$ cat config.mk
export PLATFORM = sky130hd
export DESIGN_NAME = pc_sequencer_flat
export DESIGN_NICKNAME = d
export VERILOG_FILES = /design/src/rtl/pc_sequencer_pkg.sv /design/src/rtl/pc_sequencer_if.sv /design/src/rtl/pc_sequencer_sat_counter.sv /design/src/rtl/pc_sequencer.sv /design/src/flat_wrapper.sv
export SDC_FILE = /design/constraint.sdc
export NUM_CORES = 1
export LEC_CHECK = 0
export CAP_MARGIN = 20
export CORE_ASPECT_RATIO = 2
export CORE_MARGIN = 5
export CORE_UTILIZATION = 35
export DETAILED_ROUTE_END_ITERATION = 8
export HOLD_SLACK_MARGIN = 0.05
export MAX_ROUTING_LAYER = met4
export PLACE_DENSITY_LB_ADDON = 0.15
export RECOVER_POWER = 100
export SYNTH_ARGS = -nofsm -noshare
export SYNTH_HDL_FRONTEND = slang
export SYNTH_SLANG_ARGS = --single-unit
$ cat constraint.sdc
create_clock -name clock -period 4.2 [get_ports clock]
set_clock_uncertainty 0.1 [all_clocks]
set_input_delay 0.63 -clock clock [delete_from_list [all_inputs] [get_ports clock]]
set_output_delay 0.63 -clock clock [all_outputs]
set_load 0.02 [all_outputs]
$ cat src/rtl/pc_sequencer_pkg.sv
// Shared definitions for the fetch-stage PC sequencer.
// - Default widths and PC constants, also used by the fetch and EX stages.
// - FSM state encoding: RUN=0, REDIRECT=1, FLUSH=2.
// - Width of the flush down-counter, sized for 1..7 flush cycles.
package pc_sequencer_pkg;

    localparam int ADDR_W_DEF       = 32;
    localparam int RESET_PC_DEF     = 0;
    localparam int PC_STEP_DEF      = 4;
    localparam int FLUSH_CYCLES_DEF = 2;
    localparam int CNT_W_DEF        = 16;
    localparam int FCNT_W           = 3;

    typedef enum logic [1:0] {
        ST_RUN      = 2'd0,
        ST_REDIRECT = 2'd1,
        ST_FLUSH    = 2'd2
    } state_t;

    // A taken target must be word aligned. Any set low bit is reported.
    function automatic logic low_bits_set(input logic [1:0] lsb);
        return |lsb;
    endfunction

endpackage

$ cat src/rtl/pc_sequencer_if.sv
// Interface between the EX-stage branch logic / fetch port and the PC sequencer.
//   stall, branch_ex, alu_zero, branch_target : driven by the pipeline (master)
//   pc, pc_src, flush, misalign               : sequencer outputs (slave)
//   taken_cnt, branch_cnt                     : branch statistics (slave)
interface pc_sequencer_if
    import pc_sequencer_pkg::*;
#(
    parameter int ADDR_W = ADDR_W_DEF,
    parameter int CNT_W  = CNT_W_DEF
);
    logic              stall;
    logic              branch_ex;
    logic              alu_zero;
    logic [ADDR_W-1:0] branch_target;
    logic [ADDR_W-1:0] pc;
    logic              pc_src;
    logic              flush;
    logic              misalign;
    logic [CNT_W-1:0]  taken_cnt;
    logic [CNT_W-1:0]  branch_cnt;

    modport master (
        output stall, branch_ex, alu_zero, branch_target,
        input  pc, pc_src, flush, misalign, taken_cnt, branch_cnt
    );

    modport slave (
        input  stall, branch_ex, alu_zero, branch_target,
        output pc, pc_src, flush, misalign, taken_cnt, branch_cnt
    );
endinterface

$ cat src/rtl/pc_sequencer_sat_counter.sv
// Saturating event counter for branch statistics.
//   clock : rising-edge clock
//   reset : asynchronous, active-high, clears the count
//   inc   : count one event on this edge
//   count : current value. It stops at all-ones and never wraps.
module sat_counter #(
    parameter int CNT_W = 16
) (
    input  logic             clock,
    input  logic             reset,
    input  logic             inc,
    output logic [CNT_W-1:0] count
);
    logic [CNT_W-1:0] count_reg;

    always_ff @(posedge clock or posedge reset) begin
        if (reset) begin
            count_reg <= '0;
        end else if (inc && (count_reg != {CNT_W{1'b1}})) begin
            count_reg <= count_reg + 1'b1;
        end
    end

    assign count = count_reg;
endmodule

$ cat src/rtl/pc_sequencer.sv
// Program-counter sequencer and branch controller for the fetch stage.
//   clock, reset : rising-edge clock, asynchronous active-high reset
//   bus (slave)  : stall, branch_ex, alu_zero, branch_target in;
//                  pc, pc_src, flush, misalign, taken_cnt, branch_cnt out
// A taken branch seen in RUN holds the PC for one cycle (REDIRECT). It then
// loads the latched target and keeps flush asserted for FLUSH_CYCLES cycles in
// total. All outputs are registered.
module pc_sequencer
    import pc_sequencer_pkg::*;
#(
    parameter int                ADDR_W       = ADDR_W_DEF,
    parameter logic [ADDR_W-1:0] RESET_PC     = ADDR_W'(RESET_PC_DEF),
    parameter int                PC_STEP      = PC_STEP_DEF,
    parameter int                FLUSH_CYCLES = FLUSH_CYCLES_DEF,
    parameter int                CNT_W        = CNT_W_DEF
) (
    input  logic         clock,
    input  logic         reset,
    pc_sequencer_if.slave bus
);
    localparam logic [ADDR_W-1:0] PC_STEP_V = ADDR_W'(PC_STEP);
    // The REDIRECT cycle already accounts for one flush cycle.
    localparam logic [FCNT_W-1:0] FCNT_INIT = FCNT_W'(FLUSH_CYCLES - 1);

    state_t            state_reg,    state_next;
    logic [ADDR_W-1:0] pc_reg,       pc_next;
    logic [ADDR_W-1:0] tgt_reg,      tgt_next;
    logic [FCNT_W-1:0] fcnt_reg,     fcnt_next;
    logic              pc_src_reg,   pc_src_next;
    logic              flush_reg,    flush_next;
    logic              misalign_reg, misalign_next;

    logic taken;
    assign taken = bus.branch_ex && bus.alu_zero;

    always_ff @(posedge clock or posedge reset) begin
        if (reset) begin
            state_reg    <= ST_RUN;
            pc_reg       <= RESET_PC;
            tgt_reg      <= '0;
            fcnt_reg     <= '0;
            pc_src_reg   <= 1'b0;
            flush_reg    <= 1'b0;
            misalign_reg <= 1'b0;
        end else begin
            state_reg    <= state_next;
            pc_reg       <= pc_next;
            tgt_reg      <= tgt_next;
            fcnt_reg     <= fcnt_next;
            pc_src_reg   <= pc_src_next;
            flush_reg    <= flush_next;
            misalign_reg <= misalign_next;
        end
    end

    always_comb begin
        state_next    = state_reg;
        pc_next       = pc_reg;
        tgt_next      = tgt_reg;
        fcnt_next     = fcnt_reg;
        pc_src_next   = 1'b0;
        flush_next    = flush_reg;
        misalign_next = misalign_reg;

        case (state_reg)
            ST_RUN: begin
                // A taken branch wins over stall. The PC holds while the target is latched.
                if (taken) begin
                    tgt_next      = {bus.branch_target[ADDR_W-1:2], 2'b00};
                    misalign_next = misalign_reg | low_bits_set(bus.branch_target[1:0]);
                    pc_src_next   = 1'b1;
                    flush_next    = 1'b1;
                    fcnt_next     = FCNT_INIT;
                    state_next    = ST_REDIRECT;
                end else if (!bus.stall) begin
                    pc_next = pc_reg + PC_STEP_V;
                end
            end
            ST_REDIRECT: begin
                // The target load ignores stall so the redirect is never lost.
                pc_next = tgt_reg;
                if (fcnt_reg == '0) begin
                    flush_next = 1'b0;
                    state_next = ST_RUN;
                end else begin
                    fcnt_next  = fcnt_reg - 1'b1;
                    state_next = ST_FLUSH;
                end
            end
            ST_FLUSH: begin
                // Wrong-path branches are ignored here. The flush length does not depend on stall.
                if (!bus.stall) begin
                    pc_next = pc_reg + PC_STEP_V;
                end
                if (fcnt_reg == '0) begin
                    flush_next = 1'b0;
                    state_next = ST_RUN;
                end else begin
                    fcnt_next = fcnt_reg - 1'b1;
                end
            end
            default: begin
                state_next = ST_RUN;
            end
        endcase
    end

    // Statistics count only branches evaluated in RUN.
    // Index 0 counts all branches. Index 1 counts taken branches.
    logic [1:0]       cnt_inc;
    logic [CNT_W-1:0] cnt_val [2];

    assign cnt_inc[0] = (state_reg == ST_RUN) && bus.branch_ex;
    assign cnt_inc[1] = (state_reg == ST_RUN) && taken;

    generate
        for (genvar gi = 0; gi < 2; gi++) begin : g_cnt
            sat_counter #(.CNT_W(CNT_W)) u_cnt (
                .clock (clock),
                .reset (reset),
                .inc   (cnt_inc[gi]),
                .count (cnt_val[gi])
            );
        end
    endgenerate

    assign bus.pc         = pc_reg;
    assign bus.pc_src     = pc_src_reg;
    assign bus.flush      = flush_reg;
    assign bus.misalign   = misalign_reg;
    assign bus.branch_cnt = cnt_val[0];
    assign bus.taken_cnt  = cnt_val[1];
endmodule
$ cat src/flat_wrapper.sv
// flat-port wrapper written by rule: the top's interface ports become plain ports
module pc_sequencer_flat import pc_sequencer_pkg::*;
#(
    parameter int                ADDR_W       = ADDR_W_DEF,
    parameter logic [ADDR_W-1:0] RESET_PC     = ADDR_W'(RESET_PC_DEF),
    parameter int                PC_STEP      = PC_STEP_DEF,
    parameter int                FLUSH_CYCLES = FLUSH_CYCLES_DEF,
    parameter int                CNT_W        = CNT_W_DEF
)
  (clock, reset, bus_stall, bus_branch_ex, bus_alu_zero, bus_branch_target, bus_pc, bus_pc_src, bus_flush, bus_misalign, bus_taken_cnt, bus_branch_cnt);
  pc_sequencer_if #(.ADDR_W(ADDR_W), .CNT_W(CNT_W)) bus_i ();
  input  logic clock;
  input  logic reset;
  input wire logic [$bits(bus_i.stall)-1:0] bus_stall;
  input wire logic [$bits(bus_i.branch_ex)-1:0] bus_branch_ex;
  input wire logic [$bits(bus_i.alu_zero)-1:0] bus_alu_zero;
  input wire logic [$bits(bus_i.branch_target)-1:0] bus_branch_target;
  output wire logic [$bits(bus_i.pc)-1:0] bus_pc;
  output wire logic [$bits(bus_i.pc_src)-1:0] bus_pc_src;
  output wire logic [$bits(bus_i.flush)-1:0] bus_flush;
  output wire logic [$bits(bus_i.misalign)-1:0] bus_misalign;
  output wire logic [$bits(bus_i.taken_cnt)-1:0] bus_taken_cnt;
  output wire logic [$bits(bus_i.branch_cnt)-1:0] bus_branch_cnt;
  assign bus_i.stall = bus_stall;
  assign bus_i.branch_ex = bus_branch_ex;
  assign bus_i.alu_zero = bus_alu_zero;
  assign bus_i.branch_target = bus_branch_target;
  assign bus_pc = bus_i.pc;
  assign bus_pc_src = bus_i.pc_src;
  assign bus_flush = bus_i.flush;
  assign bus_misalign = bus_i.misalign;
  assign bus_taken_cnt = bus_i.taken_cnt;
  assign bus_branch_cnt = bus_i.branch_cnt;
  pc_sequencer #(.ADDR_W(ADDR_W), .RESET_PC(RESET_PC), .PC_STEP(PC_STEP), .FLUSH_CYCLES(FLUSH_CYCLES), .CNT_W(CNT_W)) u_core (.clock(clock), .reset(reset), .bus(bus_i));
endmodule
==> results.cfg <==
[pwr]
swShare_pct = 40.24
finalPower_uw = 4035
leakagePower_uw = 0.002822
irDropWorstVdd_mv = 0.2897
p_comb_share_pct = 38.3
pwr-share-seq_pct = 41.1
powerDensity_nw_per_um2 = 621.2
p_int_uw = 2411
p_switching_uw = 1624
clock_power_share_pct = 20.6

[grt]
track_usage_pct = 17.86
overflow = 0
grt_max_degree = 82
grt_pass1_wl_microns = 23140
grt_antenna_before_repair = 0
grt_pass1_vias = 4557

[synthesis]
synth_seq_cells = 100
synth_area_sq_um = 5054
synth_edf_count = 0
ys_warn_count = 0
async_reset_ff_share_pct = 100.0
netlist_instances = 555
synth_top_area_cell = dfrtp_1
avgSynthCellArea_sq_um = 9.106
synthFlopType = dfrtp_1
yosys-top-cells-area = dfrtp_1 50%, nand2_1 9.6%, xnor2_1 3.8%
yosysSeqAreaShare_pct = 49.52
synth_cell_types = 63
synth_top_cell_area_share_pct = 49.52

[timing]
finalSetupViolations = 0
layout_min_cycle_time_ns = 3.023
rsz0062_at_grt = no
hold_violations = 0
fin_tns_setup_ns = 0
finalCritPeriodShare_pct = 71.98
fmax_mhz = 330.8
tightest_slew_ns = 1.618
relSlewSlack_pct = -7.895
slew_violations = 66
layout_setup_ws_ns = 1.177

[placement]
place_ws_ns = 1.147
placed_area_sq_um = 6201
hpwlAfterDp_microns = 10670
place_congestion = 0.9004
port_buffers = 101

[clock_network]
tritoncts = done
h-tree-depth = 3
clock_sinks = 100
clk_latency_ns = 0.35
cts_made_buffers = 9
clk_pin_slew_ns = 0.07
post_cts_buffers = 0
root_buffer = clkbuf_16
cts.hold.buffers_added = 0
cts_buffer_depth = 2
cts_resized = 0

[floorplanning]
die_x_microns = 94.97
die_area_sq_um = 17090
ios = 104
die_y_microns = 179.9
start_util_pct = 35.40
rows = 62
core_area_sq_um = 14270

[layout]
utilization_pct = 45.50
fill_cells = 1477
drive_above_1_share_pct = 5.069
syn_to_final_growth_pct = 28.52
final_area_sq_um = 6495
multi_input_area_sq_um = 2350
seqCellArea_sq_um = 2502
final_common_cell = nand2_1
largest_reg_flops = 32
final_cell_mix = 129 x nand2_1, 100 x dfrtp_1, 67 x dlygate4sd3_1
final_nets = 694
diodes = 0

[critical_path]
worst_ep_required_time_ns = 4.61
path_class = in2async
worstSetupEndpointType = asynchronous set/reset pin
startpoint_type = input pin
path_max_fanout = 65
crit_arrival_ns = 3.44

[drt]
via_per_inst = 5.288
wl_microns = 14270
route.detailed.drc = 0
first_pass_iters = 4
final_antenna_net_count = 0
wl_per_cell_microns = 16.93
drtIter0Drc = 246
vias = 4458

[min_path]
min_path_type = reg2reg

[outcome]
violations = capacitance limit, slew limit
outcome = finished, violations left

[run]
drv_cap = 1
## layout make-up
cell class	instances	share of cell area, %
inverters	15	0.9054
flip-flops and latches	100	38.53
clock buffers	10	3.679
clock inverters	4	0.7898
multi-input cells	414	36.18
well taps	192	3.699
repair buffers	108	16.22
## final timing paths
| path | cells past startpoint | slack [ns] | from | end |
|---|---|---|---|---|
| worst max-delay path | 4 | 1.18 | reset | u_core.g_cnt[0].u_cnt.count[4] |
| worst min-delay path | 2 | 0.38 | u_core.tgt_reg[8] | u_core.tgt_reg[8] |
| worst max register to register | 8 | 1.26 | u_core.state_reg[1] | u_core.bus.pc[17] |
| worst min register to register | 2 | 0.38 | u_core.tgt_reg[8] | u_core.tgt_reg[8] |
| max in group clock | 8 | 1.26 | u_core.state_reg[1] | u_core.bus.pc[17] |
| min in group asynchronous | 2 | 0.72 | reset | u_core.g_cnt[1].u_cnt.count[12] |
## critical path, cell delays in order
cell	delay, ns
dlygate4sd3_1	0.55
clkinvlp_2	0.46
clkbuf_2	1.28
buf_4	0.47
## synth_stat cells (3+ instances only)
cell type and instances:
a31oi_1 6, nand2_1 129, o21ai_0 23, mux2_2 3
nor3b_1 3, and3_1 9, o21ai_1 5, ha_1 9
nor2_1 21, xnor2_1 22, xor2_1 5, a21oi_1 21
o2bb2ai_1 3, o22ai_1 6, or3_1 7, nor2b_1 6
inv_1 14, clkbuf_1 17, nor3_1 24, a211oi_1 6
buf_1 3, dfrtp_1 100, and4_1 7, nor4_1 6
nand3_1 27, mux2i_1 3, a311oi_1 4, nand4_1 18
## metrics by stage
step,hold slack (ns),cells
floorplan,0.3379,556
global placement,0.3588,827
detailed placement,0.3646,827
CTS,0.3820,841
global route,0.4057,843
finish,0.3783,843
## routing by layer
layer	routed length (microns)	GRT usage, %
met5	0	-
met4	473	8.502
met3	544	2.929
met2	7934	30.88
met1	5319	19.43
## kinds of logic after synthesis
family	after synthesis	share of synthesized area, %
other	1	0.07420
adder cells (fa/ha/maj)	9	2.228
multiplexers	6	1.263
buffers and inverters	42	4.060
flip-flops	100	49.52
XOR/XNOR	27	4.679
AO/OA/AOI/OAI	94	11.71
AND/OR/NAND/NOR	276	26.47
## power by group through the flow
stage / combinational (uW) / clock, uW / sequential (uW)
global placement: 1600 / 0 / 1670
detailed placement: 1630 / 0 / 1680
CTS: 1630 / 863 / 1660
finish: 1540 / 833 / 1660
global route: 1710 / 900 / 1710
floorplan: 835 / 0 / 1790
Power figures use the tool's default switching activity.
